**src/rtl/spi_deserializer_if.sv**
```systemverilog
// Bundle for the serial input pair, the downstream FIFO write port and the
// status outputs of spi_deserializer. The slave modport is the deserializer
// side; the master modport is whatever drives the link and owns the FIFO.
interface spi_deserializer_if #(
    parameter int DATAWIDTH = 32,
    parameter int CNTWIDTH  = 16
);
    logic                 sclk;
    logic                 mosi;
    logic                 full;
    logic                 write_en;
    logic [DATAWIDTH-1:0] write_data;
    logic                 overflow;
    logic                 frame_err;
    logic                 busy;
    logic [CNTWIDTH-1:0]  word_count;

    modport master (
        output sclk,
        output mosi,
        output full,
        input  write_en,
        input  write_data,
        input  overflow,
        input  frame_err,
        input  busy,
        input  word_count
    );

    modport slave (
        input  sclk,
        input  mosi,
        input  full,
        output write_en,
        output write_data,
        output overflow,
        output frame_err,
        output busy,
        output word_count
    );
endinterface

```
**src/rtl/spi_deserializer.sv**
```systemverilog
// SPI receive side: recovers MSB-first words from sclk/mosi (no chip select),
// frames them by bit count, pushes complete words into a FIFO, drops words
// when the FIFO is full and discards partial words after an idle timeout.
module spi_deserializer #(
    parameter int DATAWIDTH       = 32,
    parameter int BITCOUNTERWIDTH = $clog2(DATAWIDTH),
    parameter int TIMEOUT         = 64,
    parameter int CNTWIDTH        = 16
) (
    input logic               clk,
    input logic               rst,
    spi_deserializer_if.slave bus
);
    localparam int IDLEW = $clog2(TIMEOUT);
    localparam logic [BITCOUNTERWIDTH:0] LAST_BIT = (BITCOUNTERWIDTH+1)'(DATAWIDTH - 1);
    localparam logic [BITCOUNTERWIDTH:0] ONE_BIT  = (BITCOUNTERWIDTH+1)'(1);
    localparam logic [IDLEW-1:0]         TO_LAST  = IDLEW'(TIMEOUT - 1);

    typedef enum logic [1:0] {IDLE, RECV, PUSH} state_t;

    state_t state_reg, state_next;

    // Synchronizer stages; sclk has one extra stage for edge detection so
    // that mosi_s2 lines up with the cycle in which a fall is detected.
    logic sclk_s1_reg, sclk_s2_reg, sclk_s3_reg;
    logic mosi_s1_reg, mosi_s2_reg;

    logic [DATAWIDTH-1:0]     shift_reg, shift_next;
    logic [BITCOUNTERWIDTH:0] bit_cnt_reg, bit_cnt_next;
    logic [IDLEW-1:0]         idle_cnt_reg, idle_cnt_next;
    logic                     write_en_reg, write_en_next;
    logic [DATAWIDTH-1:0]     write_data_reg, write_data_next;
    logic                     overflow_reg, overflow_next;
    logic                     frame_err_reg, frame_err_next;
    logic                     busy_reg, busy_next;
    logic [CNTWIDTH-1:0]      word_count_reg, word_count_next;

    logic                     fall;
    logic                     rise;
    logic [DATAWIDTH-1:0]     shifted;

    assign fall = ~sclk_s2_reg & sclk_s3_reg;
    assign rise = sclk_s2_reg & ~sclk_s3_reg;

    // A one-bit word has nothing to keep from the previous contents.
    generate
        if (DATAWIDTH == 1) begin : g_shift_one
            assign shifted = mosi_s2_reg;
        end else begin : g_shift_wide
            assign shifted = {shift_reg[DATAWIDTH-2:0], mosi_s2_reg};
        end
    endgenerate

    // Bring sclk and mosi into the clk domain through matched delays.
    always_ff @(posedge clk) begin
        if (rst) begin
            sclk_s1_reg <= 1'b0;
            sclk_s2_reg <= 1'b0;
            sclk_s3_reg <= 1'b0;
            mosi_s1_reg <= 1'b0;
            mosi_s2_reg <= 1'b0;
        end else begin
            sclk_s1_reg <= bus.sclk;
            sclk_s2_reg <= sclk_s1_reg;
            sclk_s3_reg <= sclk_s2_reg;
            mosi_s1_reg <= bus.mosi;
            mosi_s2_reg <= mosi_s1_reg;
        end
    end

    // State register plus all registered datapath values and outputs.
    always_ff @(posedge clk) begin
        if (rst) begin
            state_reg      <= IDLE;
            shift_reg      <= '0;
            bit_cnt_reg    <= '0;
            idle_cnt_reg   <= '0;
            write_en_reg   <= 1'b0;
            write_data_reg <= '0;
            overflow_reg   <= 1'b0;
            frame_err_reg  <= 1'b0;
            busy_reg       <= 1'b0;
            word_count_reg <= '0;
        end else begin
            state_reg      <= state_next;
            shift_reg      <= shift_next;
            bit_cnt_reg    <= bit_cnt_next;
            idle_cnt_reg   <= idle_cnt_next;
            write_en_reg   <= write_en_next;
            write_data_reg <= write_data_next;
            overflow_reg   <= overflow_next;
            frame_err_reg  <= frame_err_next;
            busy_reg       <= busy_next;
            word_count_reg <= word_count_next;
        end
    end

    // Next-state logic: framing by bit count, idle timeout, push/drop decision.
    always_comb begin
        state_next      = state_reg;
        shift_next      = shift_reg;
        bit_cnt_next    = bit_cnt_reg;
        idle_cnt_next   = '0;
        write_en_next   = 1'b0;
        write_data_next = write_data_reg;
        overflow_next   = 1'b0;
        frame_err_next  = 1'b0;
        word_count_next = word_count_reg;

        case (state_reg)
            IDLE: begin
                bit_cnt_next = '0;
                if (fall) begin
                    shift_next   = shifted;
                    bit_cnt_next = ONE_BIT;
                    if (DATAWIDTH == 1) state_next = PUSH;
                    else                state_next = RECV;
                end
            end
            RECV: begin
                if (fall) begin
                    shift_next   = shifted;
                    bit_cnt_next = bit_cnt_reg + 1'b1;
                    if (bit_cnt_reg == LAST_BIT) state_next = PUSH;
                end else if (rise) begin
                    // Any edge shows the link is alive; idle_cnt restarts.
                    idle_cnt_next = '0;
                end else if (idle_cnt_reg == TO_LAST) begin
                    frame_err_next = 1'b1;
                    shift_next     = '0;
                    bit_cnt_next   = '0;
                    state_next     = IDLE;
                end else begin
                    idle_cnt_next = idle_cnt_reg + 1'b1;
                end
            end
            PUSH: begin
                bit_cnt_next = '0;
                state_next   = IDLE;
                if (!bus.full) begin
                    write_en_next   = 1'b1;
                    write_data_next = shift_reg;
                    word_count_next = word_count_reg + 1'b1;
                end else begin
                    overflow_next = 1'b1;
                end
                // A fall here already belongs to the next word.
                if (fall) begin
                    shift_next   = shifted;
                    bit_cnt_next = ONE_BIT;
                    if (DATAWIDTH == 1) state_next = PUSH;
                    else                state_next = RECV;
                end
            end
            default: begin
                state_next   = IDLE;
                bit_cnt_next = '0;
            end
        endcase

        busy_next = (state_next == RECV);
    end

    assign bus.write_en   = write_en_reg;
    assign bus.write_data = write_data_reg;
    assign bus.overflow   = overflow_reg;
    assign bus.frame_err  = frame_err_reg;
    assign bus.busy       = busy_reg;
    assign bus.word_count = word_count_reg;
endmodule

```
**src/flat_wrapper.sv**
```systemverilog
// flat-port wrapper written by rule: the top's interface ports become plain ports
module spi_deserializer_flat 
#(
    parameter int DATAWIDTH       = 32,
    parameter int BITCOUNTERWIDTH = $clog2(DATAWIDTH),
    parameter int TIMEOUT         = 64,
    parameter int CNTWIDTH        = 16
)
  (clk, rst, bus_sclk, bus_mosi, bus_full, bus_write_en, bus_write_data, bus_overflow, bus_frame_err, bus_busy, bus_word_count);
  spi_deserializer_if #(.DATAWIDTH(DATAWIDTH), .CNTWIDTH(CNTWIDTH)) bus_i ();
  input logic clk;
  input logic rst;
  input wire logic [$bits(bus_i.sclk)-1:0] bus_sclk;
  input wire logic [$bits(bus_i.mosi)-1:0] bus_mosi;
  input wire logic [$bits(bus_i.full)-1:0] bus_full;
  output wire logic [$bits(bus_i.write_en)-1:0] bus_write_en;
  output wire logic [$bits(bus_i.write_data)-1:0] bus_write_data;
  output wire logic [$bits(bus_i.overflow)-1:0] bus_overflow;
  output wire logic [$bits(bus_i.frame_err)-1:0] bus_frame_err;
  output wire logic [$bits(bus_i.busy)-1:0] bus_busy;
  output wire logic [$bits(bus_i.word_count)-1:0] bus_word_count;
  assign bus_i.sclk = bus_sclk;
  assign bus_i.mosi = bus_mosi;
  assign bus_i.full = bus_full;
  assign bus_write_en = bus_i.write_en;
  assign bus_write_data = bus_i.write_data;
  assign bus_overflow = bus_i.overflow;
  assign bus_frame_err = bus_i.frame_err;
  assign bus_busy = bus_i.busy;
  assign bus_word_count = bus_i.word_count;
  spi_deserializer #(.DATAWIDTH(DATAWIDTH), .BITCOUNTERWIDTH(BITCOUNTERWIDTH), .TIMEOUT(TIMEOUT), .CNTWIDTH(CNTWIDTH)) u_core (.clk(clk), .rst(rst), .bus(bus_i));
endmodule
```
**config.mk**
```make
export PLATFORM = sky130hd
export DESIGN_NAME = spi_deserializer_flat
export DESIGN_NICKNAME = d
export VERILOG_FILES = /design/src/rtl/spi_deserializer_if.sv /design/src/rtl/spi_deserializer.sv /design/src/flat_wrapper.sv
export SDC_FILE = /design/constraint.sdc
export NUM_CORES = 1
export LEC_CHECK = 0
export ABC_AREA = 1
export CAP_MARGIN = 10
export CORE_MARGIN = 2
export CORE_UTILIZATION = 35
export CTS_CLUSTER_SIZE = 40
export DETAILED_ROUTE_END_ITERATION = 12
export DONT_BUFFER_PORTS = 1
export GPL_TIMING_DRIVEN = 0
export HOLD_SLACK_MARGIN = 0.03
export PLACE_DENSITY = 0.52
export REMOVE_ABC_BUFFERS = 1
export SLEW_MARGIN = 20
export SYNTH_ARGS = -nofsm -noshare
export SYNTH_HDL_FRONTEND = slang
export SYNTH_SLANG_ARGS = --single-unit
```
**constraint.sdc**
```tcl
create_clock -name clk -period 1.6 [get_ports clk]
set_clock_uncertainty 0.2 [all_clocks]
set_input_delay 0.32 -clock clk [delete_from_list [all_inputs] [get_ports clk]]
set_output_delay 0.32 -clock clk [all_outputs]
set_load 0.005 [all_outputs]
```
==> run_results.csv, run 1 <==
group,metric,value,unit
pwr,switchingPower,0.00133,W
layout,antenna_cells,0,
timing,slew_viol_final,0,
pwr,combPwrFrac,0.081,
critical_path,cp.required,1.63,ns
timing,setup_ws,-0.0689,ns
layout,fillCellCount,1159,
placement,io_buffers,0,
pwr,leakage,2.08,nW
yosys,synth_top_area_share,0.493,
yosys,synth-async-reset-ratio,0,
clocking,path_clk_slew,0.08,ns
job,max_cap_violations,0,
drt,met2_length,5800,um
floorplan,rows,39,
global_route,grt_start_max_net_pins,47,
pwr,finalPower,0.00523,W
placement,dp.final_hpwl,5580,um
pwr,power_frac_clock,0.410,
clocking,cts.htree.levels,3,
clocking,cts_tree,"built",
critical_path,r2r_end,"u_core.bit_cnt_reg[4]",
global_route,antenna_found_initial,0,
floorplan,die-height,113,um
yosys,syn_area,4180,um2
drt,ant_nets,0,
critical_path,cp_max_fo,6,
drt,firstDrtPassIters,4,
pwr,powerDensity,946,nW/um2
floorplan,die_w,113,um
floorplan,ios,57,
timing,hold_violations,0,
critical_path,r2r_cells,8,
clocking,cts.sinks,103,
clocking,clk_path_buf_depth,2,
critical_path,worstSetupStartpoint,"u_core.idle_cnt_reg[1]",
outcome,status,"complete, but fails checks",
placement,gp_congestion,0.784,
hold_path,hp-class,"in -> reg",
pwr,pwr-share-seq,0.509,
global_route,grt_pass1_wl,19400,um
timing,relSlewSlack,0.729,
layout,layout.cells.non_filler,755,
layout,drive_gt1_frac,0.227,
pwr,max-vdd-ir-drop,0.445,mV
critical_path,critical_path.startpoint_type,"register",
yosys,synthTopCellsByCount,"152 x nand2_1, 103 x dfxtp_1, 81 x a21oi_1, 66 x nor2_1, 48 x inv_1",
outcome,violations,"setup timing",
placement,dpl_worst_slack,-0.773,ns
global_route,grt.total_usage,0.191,
yosys,synth-seq-cells,103,
layout,area_growth,32.3,%
timing,fmax,599,MHz
global_route,grt-ovfl-total,0,
yosys,synth_cell_type_count,29,
timing,setup_violations,40,
timing,worstMarginPinSlew,0.406,ns
timing,tns,-1.31,ns
floorplan,start_util,0.363,
timing,whs,0.0376,ns
yosys,ys_warn_count,0,
floorplan,die_area,12800,um2
drt,vias,3792,
timing,grt_setup_unrepaired,"true",
yosys,yosysTopAreaCell,"dfxtp_1",
drt,drtIter0Drc,158,
drt,vias_per_cell,5.02,
drt,routedWlPerCell,15.8,um
clocking,root_buffer,"clkbuf_16",
pwr,netSwitchingFraction,0.254,
pwr,internal_power,0.00390,W
yosys,yosysMostFrequentCell,"nand2_1",
timing,timing.final.crit_share,1.04,
critical_path,rrSetupSlack,-0.07,ns
clocking,numCtsBuffers,9,
placement,dp.cells,690,
critical_path,endpoint,"u_core.bit_cnt_reg[4]",
critical_path,worst-setup-path-type,"reg -> reg",
critical_path,critPathArrivalTime,1.70,ns
drt,remaining_drc_errors,0,
yosys,seq_area_frac_synth,0.493,
drt,wl,11900,um
timing,finalCriticalPeriod,1.67,ns
floorplan,design.core.area,11500,um2
yosys,postSynthCellCount,575,
yosys,synth_area_leaders,"dfxtp_1 49%, nand2_1 14%, a21oi_1 9.7%",
yosys,avgSynthCellArea,7.27,um2
drt,top_layer,"met4",
critical_path,r2r_start,"u_core.idle_cnt_reg[1]",
layout,num-nets-final,617,
global_route,first_global_vias,3744,
yosys,ys.flop_type,"dfxtp_1",
drt,wl_met1,5260,um
clocking,clk_latency,0.34,ns
drt,wl_met3,672,um
critical_path,endpoint_kind,"register",
yosys,synth_edf_count,0,
area by class of cell:
| class | instances | area (um2) | area share |
|---|---|---|---|
| Clock inverter | 6 | 51.3 | 0.00928 |
| Inverter | 52 | 220 | 0.0398 |
| Sequential cell | 103 | 2090 | 0.378 |
| Tap cell | 143 | 179 | 0.0324 |
| Timing Repair Buffer | 39 | 435 | 0.0787 |
| Multi-Input combinational cell | 402 | 2320 | 0.419 |
| Clock buffer | 10 | 239 | 0.0432 |
cells in the final DEF, fill, tap and decap left out, drive strengths merged, types with 5 or more instances in the layout:
cell	Yosys	routed
clkinv	1	5
nor2	70	71
nor3	6	6
dlygate4sd3	0	6
clkbuf	13	11
ha	5	5
inv	51	52
nand3	38	39
a21oi	81	81
buf	17	31
o21ai	22	22
nand2	154	164
nand4	7	7
dfxtp	103	103
metrics by stage:
step | utilization | cell area, um2
floorplan | - | 4040
global placement | 0.366 | 4220
detailed placement | 0.372 | 4280
CTS | 0.463 | 5340
global route | 0.480 | 5530
finish | 0.480 | 5530
power groups by stage:
stage | Combinational [W] | Sequential, W | Clock (W)
CTS | 0.000376 | 0.00266 | 0.00218
finish | 0.000423 | 0.00266 | 0.00215
global placement | 0.000256 | 0.00272 | 0
floorplan | 0.000206 | 0.00271 | 0
detailed placement | 0.000259 | 0.00272 | 0
global route | 0.000467 | 0.00267 | 0.00230
layer usage:
metal | up-vias | global-route usage
met4 | 0 | 0.0642
met5 | - | 0
li1 | 1925 | -
met1 | 1775 | 0.232
met3 | 17 | 0.0589
met2 | 75 | 0.323
what timing repair did:
action                                 4_1_cts  5_1_grt
gates cloned                                13        0
pin swaps                                   14        9
hold buffers                                 5        2
endpoints found under the hold margin       34       32
setup buffers                               19       10
setup endpoints to repair                   75       69
resized for setup                           81       31
worst max-delay path, cell delays in order, from the launching register on:
cell and delay, ns:
dfxtp_4 0.37, ha_4 0.14, nand3_4 0.08, nor2_4 0.14, nand3_4 0.13, nand2_8 0.16, clkinvlp_4 0.17, nand2_1 0.10
a21oi_2 0.05
worst min-delay path by stage:
stage,startpoint,endpoint,slack (ns),cells after the start
after CTS,rst,u_core.bus.write_data[16],-0.18,1
after global routing,rst,u_core.bus.write_data[16],0.04,2
after global placement,rst,u_core.bus.write_data[16],0.19,1
final,rst,u_core.bus.write_data[17],0.04,2
after floorplan,u_core.mosi_s1_reg,u_core.mosi_s2_reg,0.19,2
after detailed placement,u_core.sclk_s1_reg,u_core.sclk_s2_reg,0.19,2
cells by family after synthesis:
group | synth area share
buffers and inverters | 0.0802
XOR/XNOR | 0.00419
flip-flops | 0.493
AND/OR/NAND/NOR | 0.281
AO/OA/AOI/OAI | 0.127
adder cells (fa/ha/maj) | 0.0150
(Power assumes the default switching activity.)
==> run 2, diff against run 1 <==
--- a/config.mk
+++ b/config.mk
@@ -6,15 +6,15 @@
 export NUM_CORES = 1
 export LEC_CHECK = 0
 export ABC_AREA = 1
+export BUFFER_PORTS_ARGS = -buffer_cell sky130_fd_sc_hd__buf_2
 export CAP_MARGIN = 10
 export CORE_MARGIN = 2
 export CORE_UTILIZATION = 35
 export CTS_CLUSTER_SIZE = 40
 export DETAILED_ROUTE_END_ITERATION = 12
-export DONT_BUFFER_PORTS = 1
 export GPL_TIMING_DRIVEN = 0
 export HOLD_SLACK_MARGIN = 0.03
-export PLACE_DENSITY = 0.52
+export PLACE_DENSITY = 0.56
 export REMOVE_ABC_BUFFERS = 1
 export SLEW_MARGIN = 20
 export SYNTH_ARGS = -nofsm -noshare
==> run 2 against run 1 <==
  * The run still ends with setup timing left
  * Sequential power hardly changed
  * Critical path type unchanged
  * Core utilization is 1.8 points higher
  * Register-to-register slack hardly changed
  * Global-route usage is 0.48 points lower
  * Critical path depth stayed put
==> run_results.csv, run 2 (synthesis gave the netlist of run 1 again) <==
group,metric,value,unit
outcome,status,"complete, but fails checks",
outcome,violations,"setup timing",
timing,timing.final.crit_share,1.05,
hold_path,hp-class,"in -> reg",
global_route,top_usage_layer,"met2",
global_route,grt.total_usage,0.186,
placement,io_buffers,56,
global_route,antenna_found_initial,0,
drt,remaining_drc_errors,0,
drt,vias_per_cell,5.01,
critical_path,endpoint_kind,"register",
timing,grt_setup_unrepaired,"true",
placement,dp.final_hpwl,5620,um
critical_path,crit_top_cell,"nand3_4",
critical_path,worst-setup-path-type,"reg -> reg",
drt,firstDrtPassIters,4,
critical_path,slowest_delay,0.36,ns
timing,worstMarginPinSlew,0.422,ns
global_route,grt_start_max_net_pins,49,
layout,area_growth,37.3,%
timing,finalCriticalPeriod,1.67,ns
global_route,grt_util_met3,0.0493,
layout,utilization,0.498,
clocking,path_clk_slew,0.07,ns
floorplan,design.core.area,11500,um2
timing,setup_ws,-0.0746,ns
critical_path,cp_max_fo,8,
drt,wl,11900,um
critical_path,slowest_stage,"dfxtp_2",
placement,gp_congestion,0.708,
floorplan,die-height,113,um
layout,final_area,5740,um2
layout,final_cell_mix,"142 x nand2_1, 92 x dfxtp_1, 72 x a21oi_1",
clocking,numCtsBuffers,9,
global_route,grt_use_met2,0.317,
timing,setup_violations,41,
clocking,clk_path_buf_depth,2,
drt,routedWlPerCell,14.8,um
global_route,first_global_vias,3733,
timing,relSlewSlack,0.718,
timing,slew_viol_final,0,
floorplan,start_util,0.363,
pwr,leakage,2.34,nW
global_route,grt_pass1_wl,18900,um
global_route,grt-ovfl-total,0,
critical_path,critPathArrivalTime,1.70,ns
placement,post_dp_cell_area,4560,um2
floorplan,die_w,113,um
global_route,use_met1,0.233,
drt,vias,4045,
floorplan,rows,39,
pwr,powerDensity,912,nW/um2
critical_path,critical_path.startpoint_type,"register",
clocking,root_buffer,"clkbuf_16",
pwr,max-vdd-ir-drop,0.679,mV
critical_path,cp.required,1.62,ns
floorplan,ios,57,
layout,final_common_cell,"nand2_1",
layout,num-nets-final,670,
critical_path,worstPathCellList,"ha_4, nand3_4, nor2_4, nand3_4, nand2_8, clkinvlp_4, nand2_1, a21oi_1",
placement,dpl_worst_slack,-0.768,ns
clocking,cts_tree,"built",
clocking,cts.sinks,103,
drt,drtIter0Drc,250,
floorplan,die_area,12800,um2
job,max_cap_violations,0,
clocking,clk_latency,0.35,ns
timing,fmax,597,MHz
layout,drive_gt1_frac,0.280,
drt,ant_nets,0,
clocking,cts.htree.levels,3,
layout,antenna_cells,0,
timing,hold_violations,0,
==> run 2: cell count changes in the layout (fill, tap and decap cells not counted), moves of 2 or more <==
cell           before  now
nand3_2            23   10
nand3_1            12   24
buf_2               0   55
nand2_8            11   14
buf_4              21   24
nand2_2             4    7
buf_12              5    3
inv_6               3    5
dlygate4sd3_1       6    2
nand2_1           145  142
==> run 2: what timing repair did <==
action / CTS / global route
endpoints found under the setup margin: 95 / 71
endpoints found under the hold margin: 2 / 0
buffers inserted: 20 / 9
cloned: 14 / 1
hold buffers: 2 / 0
pin swaps: 20 / 13
resized for setup: 77 / 28
==> run 2: final timing paths <==
| kind | from | end | slack, ns | cells after the start |
|---|---|---|---|---|
| worst min-delay path | rst | u_core.mosi_s2_reg | 0.18 | 2 |
| worst min register to register | u_core.mosi_s1_reg | u_core.mosi_s2_reg | 0.19 | 2 |
| worst max register to register | u_core.idle_cnt_reg[0] | u_core.bit_cnt_reg[3] | -0.07 | 8 |
| worst max-delay path | u_core.idle_cnt_reg[0] | u_core.bit_cnt_reg[3] | -0.07 | 8 |
==> run 2: per-layer routing <==
layer | vias up | part of all wire
met1 | 1884 | 0.45
li1 | 2042 | -
met5 | - | 0
met3 | 20 | 0.046
met2 | 99 | 0.49
met4 | 0 | 0.020
==> run 2: area by class of cell <==
cell class                 count  area (um2)
fill                        1130        5780
multi-input combinational    404        2320
sequential                   103        2090
timing repair buffer          90         642
clock buffer                  10         239
inverter                      52         220
tap                          143         179
clock inverter                 6        51.3
==> run 2: critical path: cells and delay by family, from the launching register on <==
family / cells / cell delay, ns
and+or+nand+nor: 5 / 0.60
DFF: 1 / 0.36
buffers and inverters: 1 / 0.18
adders and majority gates: 1 / 0.15
AOI/OAI and AO/OA: 1 / 0.06
==> run 2: power by group <==
part	switching [W]	leakage (nW)	internal (W)
Sequential	0.0000439	0.840	0.00262
Clock	0.00103	0.140	0.00112
Combinational	0.000264	1.36	0.000160
Total	0.00133	2.34	0.00390
==> run 2: metrics by stage <==
stage          hold WS [ns]  std cells  TNS, ns  power (W)
2_1_floorplan         0.188        545   -33.73    0.00292
3_3_place_gp          0.194        744  -144.94    0.00299
3_5_place_dp          0.196        746   -45.27    0.00300
4_1_cts               0.174        798    -1.71    0.00526
5_1_grt               0.190        808    -4.95    0.00545
6_report              0.178        808    -1.37    0.00523
==> run 3, diff against run 2 <==
--- a/config.mk
+++ b/config.mk
@@ -9,12 +9,11 @@
 export BUFFER_PORTS_ARGS = -buffer_cell sky130_fd_sc_hd__buf_2
 export CAP_MARGIN = 10
 export CORE_MARGIN = 2
-export CORE_UTILIZATION = 35
-export CTS_CLUSTER_SIZE = 40
+export CORE_UTILIZATION = 50
 export DETAILED_ROUTE_END_ITERATION = 12
 export GPL_TIMING_DRIVEN = 0
 export HOLD_SLACK_MARGIN = 0.03
-export PLACE_DENSITY = 0.56
+export PLACE_DENSITY = 0.75
 export REMOVE_ABC_BUFFERS = 1
 export SLEW_MARGIN = 20
 export SYNTH_ARGS = -nofsm -noshare
==> constraint.sdc (replaced) <==
create_clock -name clk -period 1.6 [get_ports clk]
set_clock_uncertainty 0.2 [all_clocks]
set_input_delay 0.16 -clock clk [delete_from_list [all_inputs] [get_ports clk]]
set_output_delay 0.16 -clock clk [all_outputs]
set_load 0.005 [all_outputs]
==> run 3 against run 2 <==
  * The flow finishes with violations (hold timing, setup timing)
  * Critical path type unchanged
  * Sequential share of layout area up 1.4 points
  * Sequential power about the same
  * Wire length down 2.6%
  * Power down 11%
  * Non-clock buffer count up 8
  * Clock power down 25%
  * Hold slack worse by 0.20 ns
==> run_results.csv, run 3 (synthesis gave the netlist of run 1 again) <==
group,metric,value,unit
clocking,cts.htree.levels,3,
timing,setup_violations,38,
timing,tns,-1.61,ns
clocking,path_clk_slew,0.09,ns
layout,final_area,5510,um2
pwr,netSwitchingFraction,0.253,
layout,drive_gt1_frac,0.244,
timing,slew_viol_final,0,
floorplan,design.core.area,8180,um2
floorplan,rows,33,
layout,final_common_cell,"nand2_1",
critical_path,endpoint_kind,"register",
critical_path,cp_max_fo,11,
drt,vias_per_cell,5.31,
layout,fillCellCount,650,
critical_path,worstPathCellList,"ha_4, nand3_4, nor2_4, nand3_4, buf_4, nand2_8, nand3_1, nand2_1, nor2_1",
layout,multi_input_area,2140,um2
clocking,clk_latency,0.37,ns
global_route,grt.total_usage,0.251,
floorplan,start_util,0.511,
layout,final_cell_mix,"148 x nand2_1, 93 x dfxtp_1, 73 x a21oi_1",
floorplan,die-height,95.5,um
timing,setup_ws,-0.0962,ns
layout,utilization,0.674,
global_route,antenna_found_initial,0,
drt,drtIter0Drc,318,
timing,finalCriticalPeriod,1.70,ns
global_route,first_global_vias,3831,
critical_path,slowest_delay,0.36,ns
critical_path,crit_top_cell,"nand3_4",
clocking,numCtsBuffers,9,
placement,dp.final_hpwl,5400,um
timing,worstMarginPinSlew,0.454,ns
outcome,status,"complete, but fails checks",
critical_path,slowest_stage,"dfxtp_2",
drt,routedWlPerCell,15.1,um
outcome,violations,"hold timing, setup timing",
hold_path,hp-class,"in -> reg",
pwr,leakage,2.29,nW
layout,area_growth,31.8,%
floorplan,die_w,95.5,um
critical_path,critPathArrivalTime,1.76,ns
clocking,root_buffer,"clkbuf_8",
placement,gp_congestion,0.763,
placement,io_buffers,56,
floorplan,ios,57,
drt,remaining_drc_errors,0,
global_route,grt_start_max_net_pins,49,
pwr,pwr-share-seq,0.570,
pwr,power_frac_clock,0.344,
drt,wl,11600,um
drt,ant_nets,0,
clocking,clk_path_buf_depth,2,
pwr,switchingPower,0.00118,W
timing,grt_setup_unrepaired,"true",
pwr,max-vdd-ir-drop,0.545,mV
global_route,grt_pass1_wl,17800,um
timing,timing.final.crit_share,1.06,
drt,firstDrtPassIters,5,
critical_path,critical_path.startpoint_type,"register",
timing,whs,-0.0268,ns
critical_path,worst-setup-path-type,"reg -> reg",
global_route,grt-ovfl-total,0,
timing,fmax,590,MHz
placement,post_dp_cell_area,4510,um2
timing,relSlewSlack,0.697,
critical_path,cp.required,1.67,ns
drt,vias,4102,
clocking,cts_tree,"built",
pwr,finalPower,0.00468,W
layout,seqCellArea,2080,um2
pwr,powerDensity,848,nW/um2
pwr,internal_power,0.00349,W
floorplan,die_area,9110,um2
timing,hold_violations,12,
pwr,combPwrFrac,0.086,
job,max_cap_violations,0,
layout,antenna_cells,0,
layout,num-nets-final,672,
clocking,cts.sinks,103,
run 3: changes by cell type in the layout (fill, tap and decap cells not counted), sizes merged:
cell and change:
dlygate4sd3 +8, clkinv +2, nand2 -6, inv -3
bufinv +1, bufbuf -1, clkbuf +1
run 3: final cells by class:
type / instances / area share
Clock inverter: 6 / 0.0111
Sequential cell: 103 / 0.378
Inverter: 52 / 0.0391
Tap cell: 105 / 0.0238
Timing Repair Buffer: 98 / 0.137
Multi-Input combinational cell: 398 / 0.388
Clock buffer: 10 / 0.0232
run 3: power by group through the flow:
stage               combinational (W)  clock [W]  sequential (W)
floorplan                    0.000206          0         0.00271
global placement             0.000265          0         0.00272
detailed placement           0.000277          0         0.00272
CTS                          0.000371    0.00162         0.00266
global route                 0.000443    0.00173         0.00267
finish                       0.000404    0.00161         0.00266
run 3: path summary, 6_finish.rpt:
path	from	endpoint	slack, ns	cells after the start
worst min-delay path	rst	u_core.bus.write_data[11]	-0.03	2
worst max register to register	u_core.idle_cnt_reg[1]	u_core.shift_reg[29]	-0.1	9
worst min register to register	u_core.bus.write_data[5]	u_core.bus.write_data[5]	0.27	2
worst max-delay path	u_core.idle_cnt_reg[1]	u_core.shift_reg[29]	-0.1	9
run 3: worst max-delay path, delay by kind of cell (launching register included):
kind	cells	cell delay, ns
buf+inv	1	0.19
fa+ha+maj	1	0.15
flops	1	0.36
simple gates	7	0.69
run 3: layer usage:
layer  up-vias  track usage  routed length [um]
met2       141        0.444                5820
met1      1905        0.291                4730
met4         0        0.115                 421
met3        30       0.0530                 658
met5         -            0                   0
li1       2026            -                   -
run 3: metrics by stage:
step           setup slack (ns)  instances
6_report                -0.0962        772
3_5_place_dp             -0.706        708
2_1_floorplan            -0.785        545
4_1_cts                 -0.0770        762
3_3_place_gp              -1.86        706
5_1_grt                  -0.164        772
run 3: repair_timing:
item	in CTS	in global routing
hold buffers	8	2
setup endpoints to repair	81	67
pin swaps	15	7
endpoints found under the hold margin	30	5
gates cloned	8	2
gates resized for setup	57	18
setup buffers	22	6
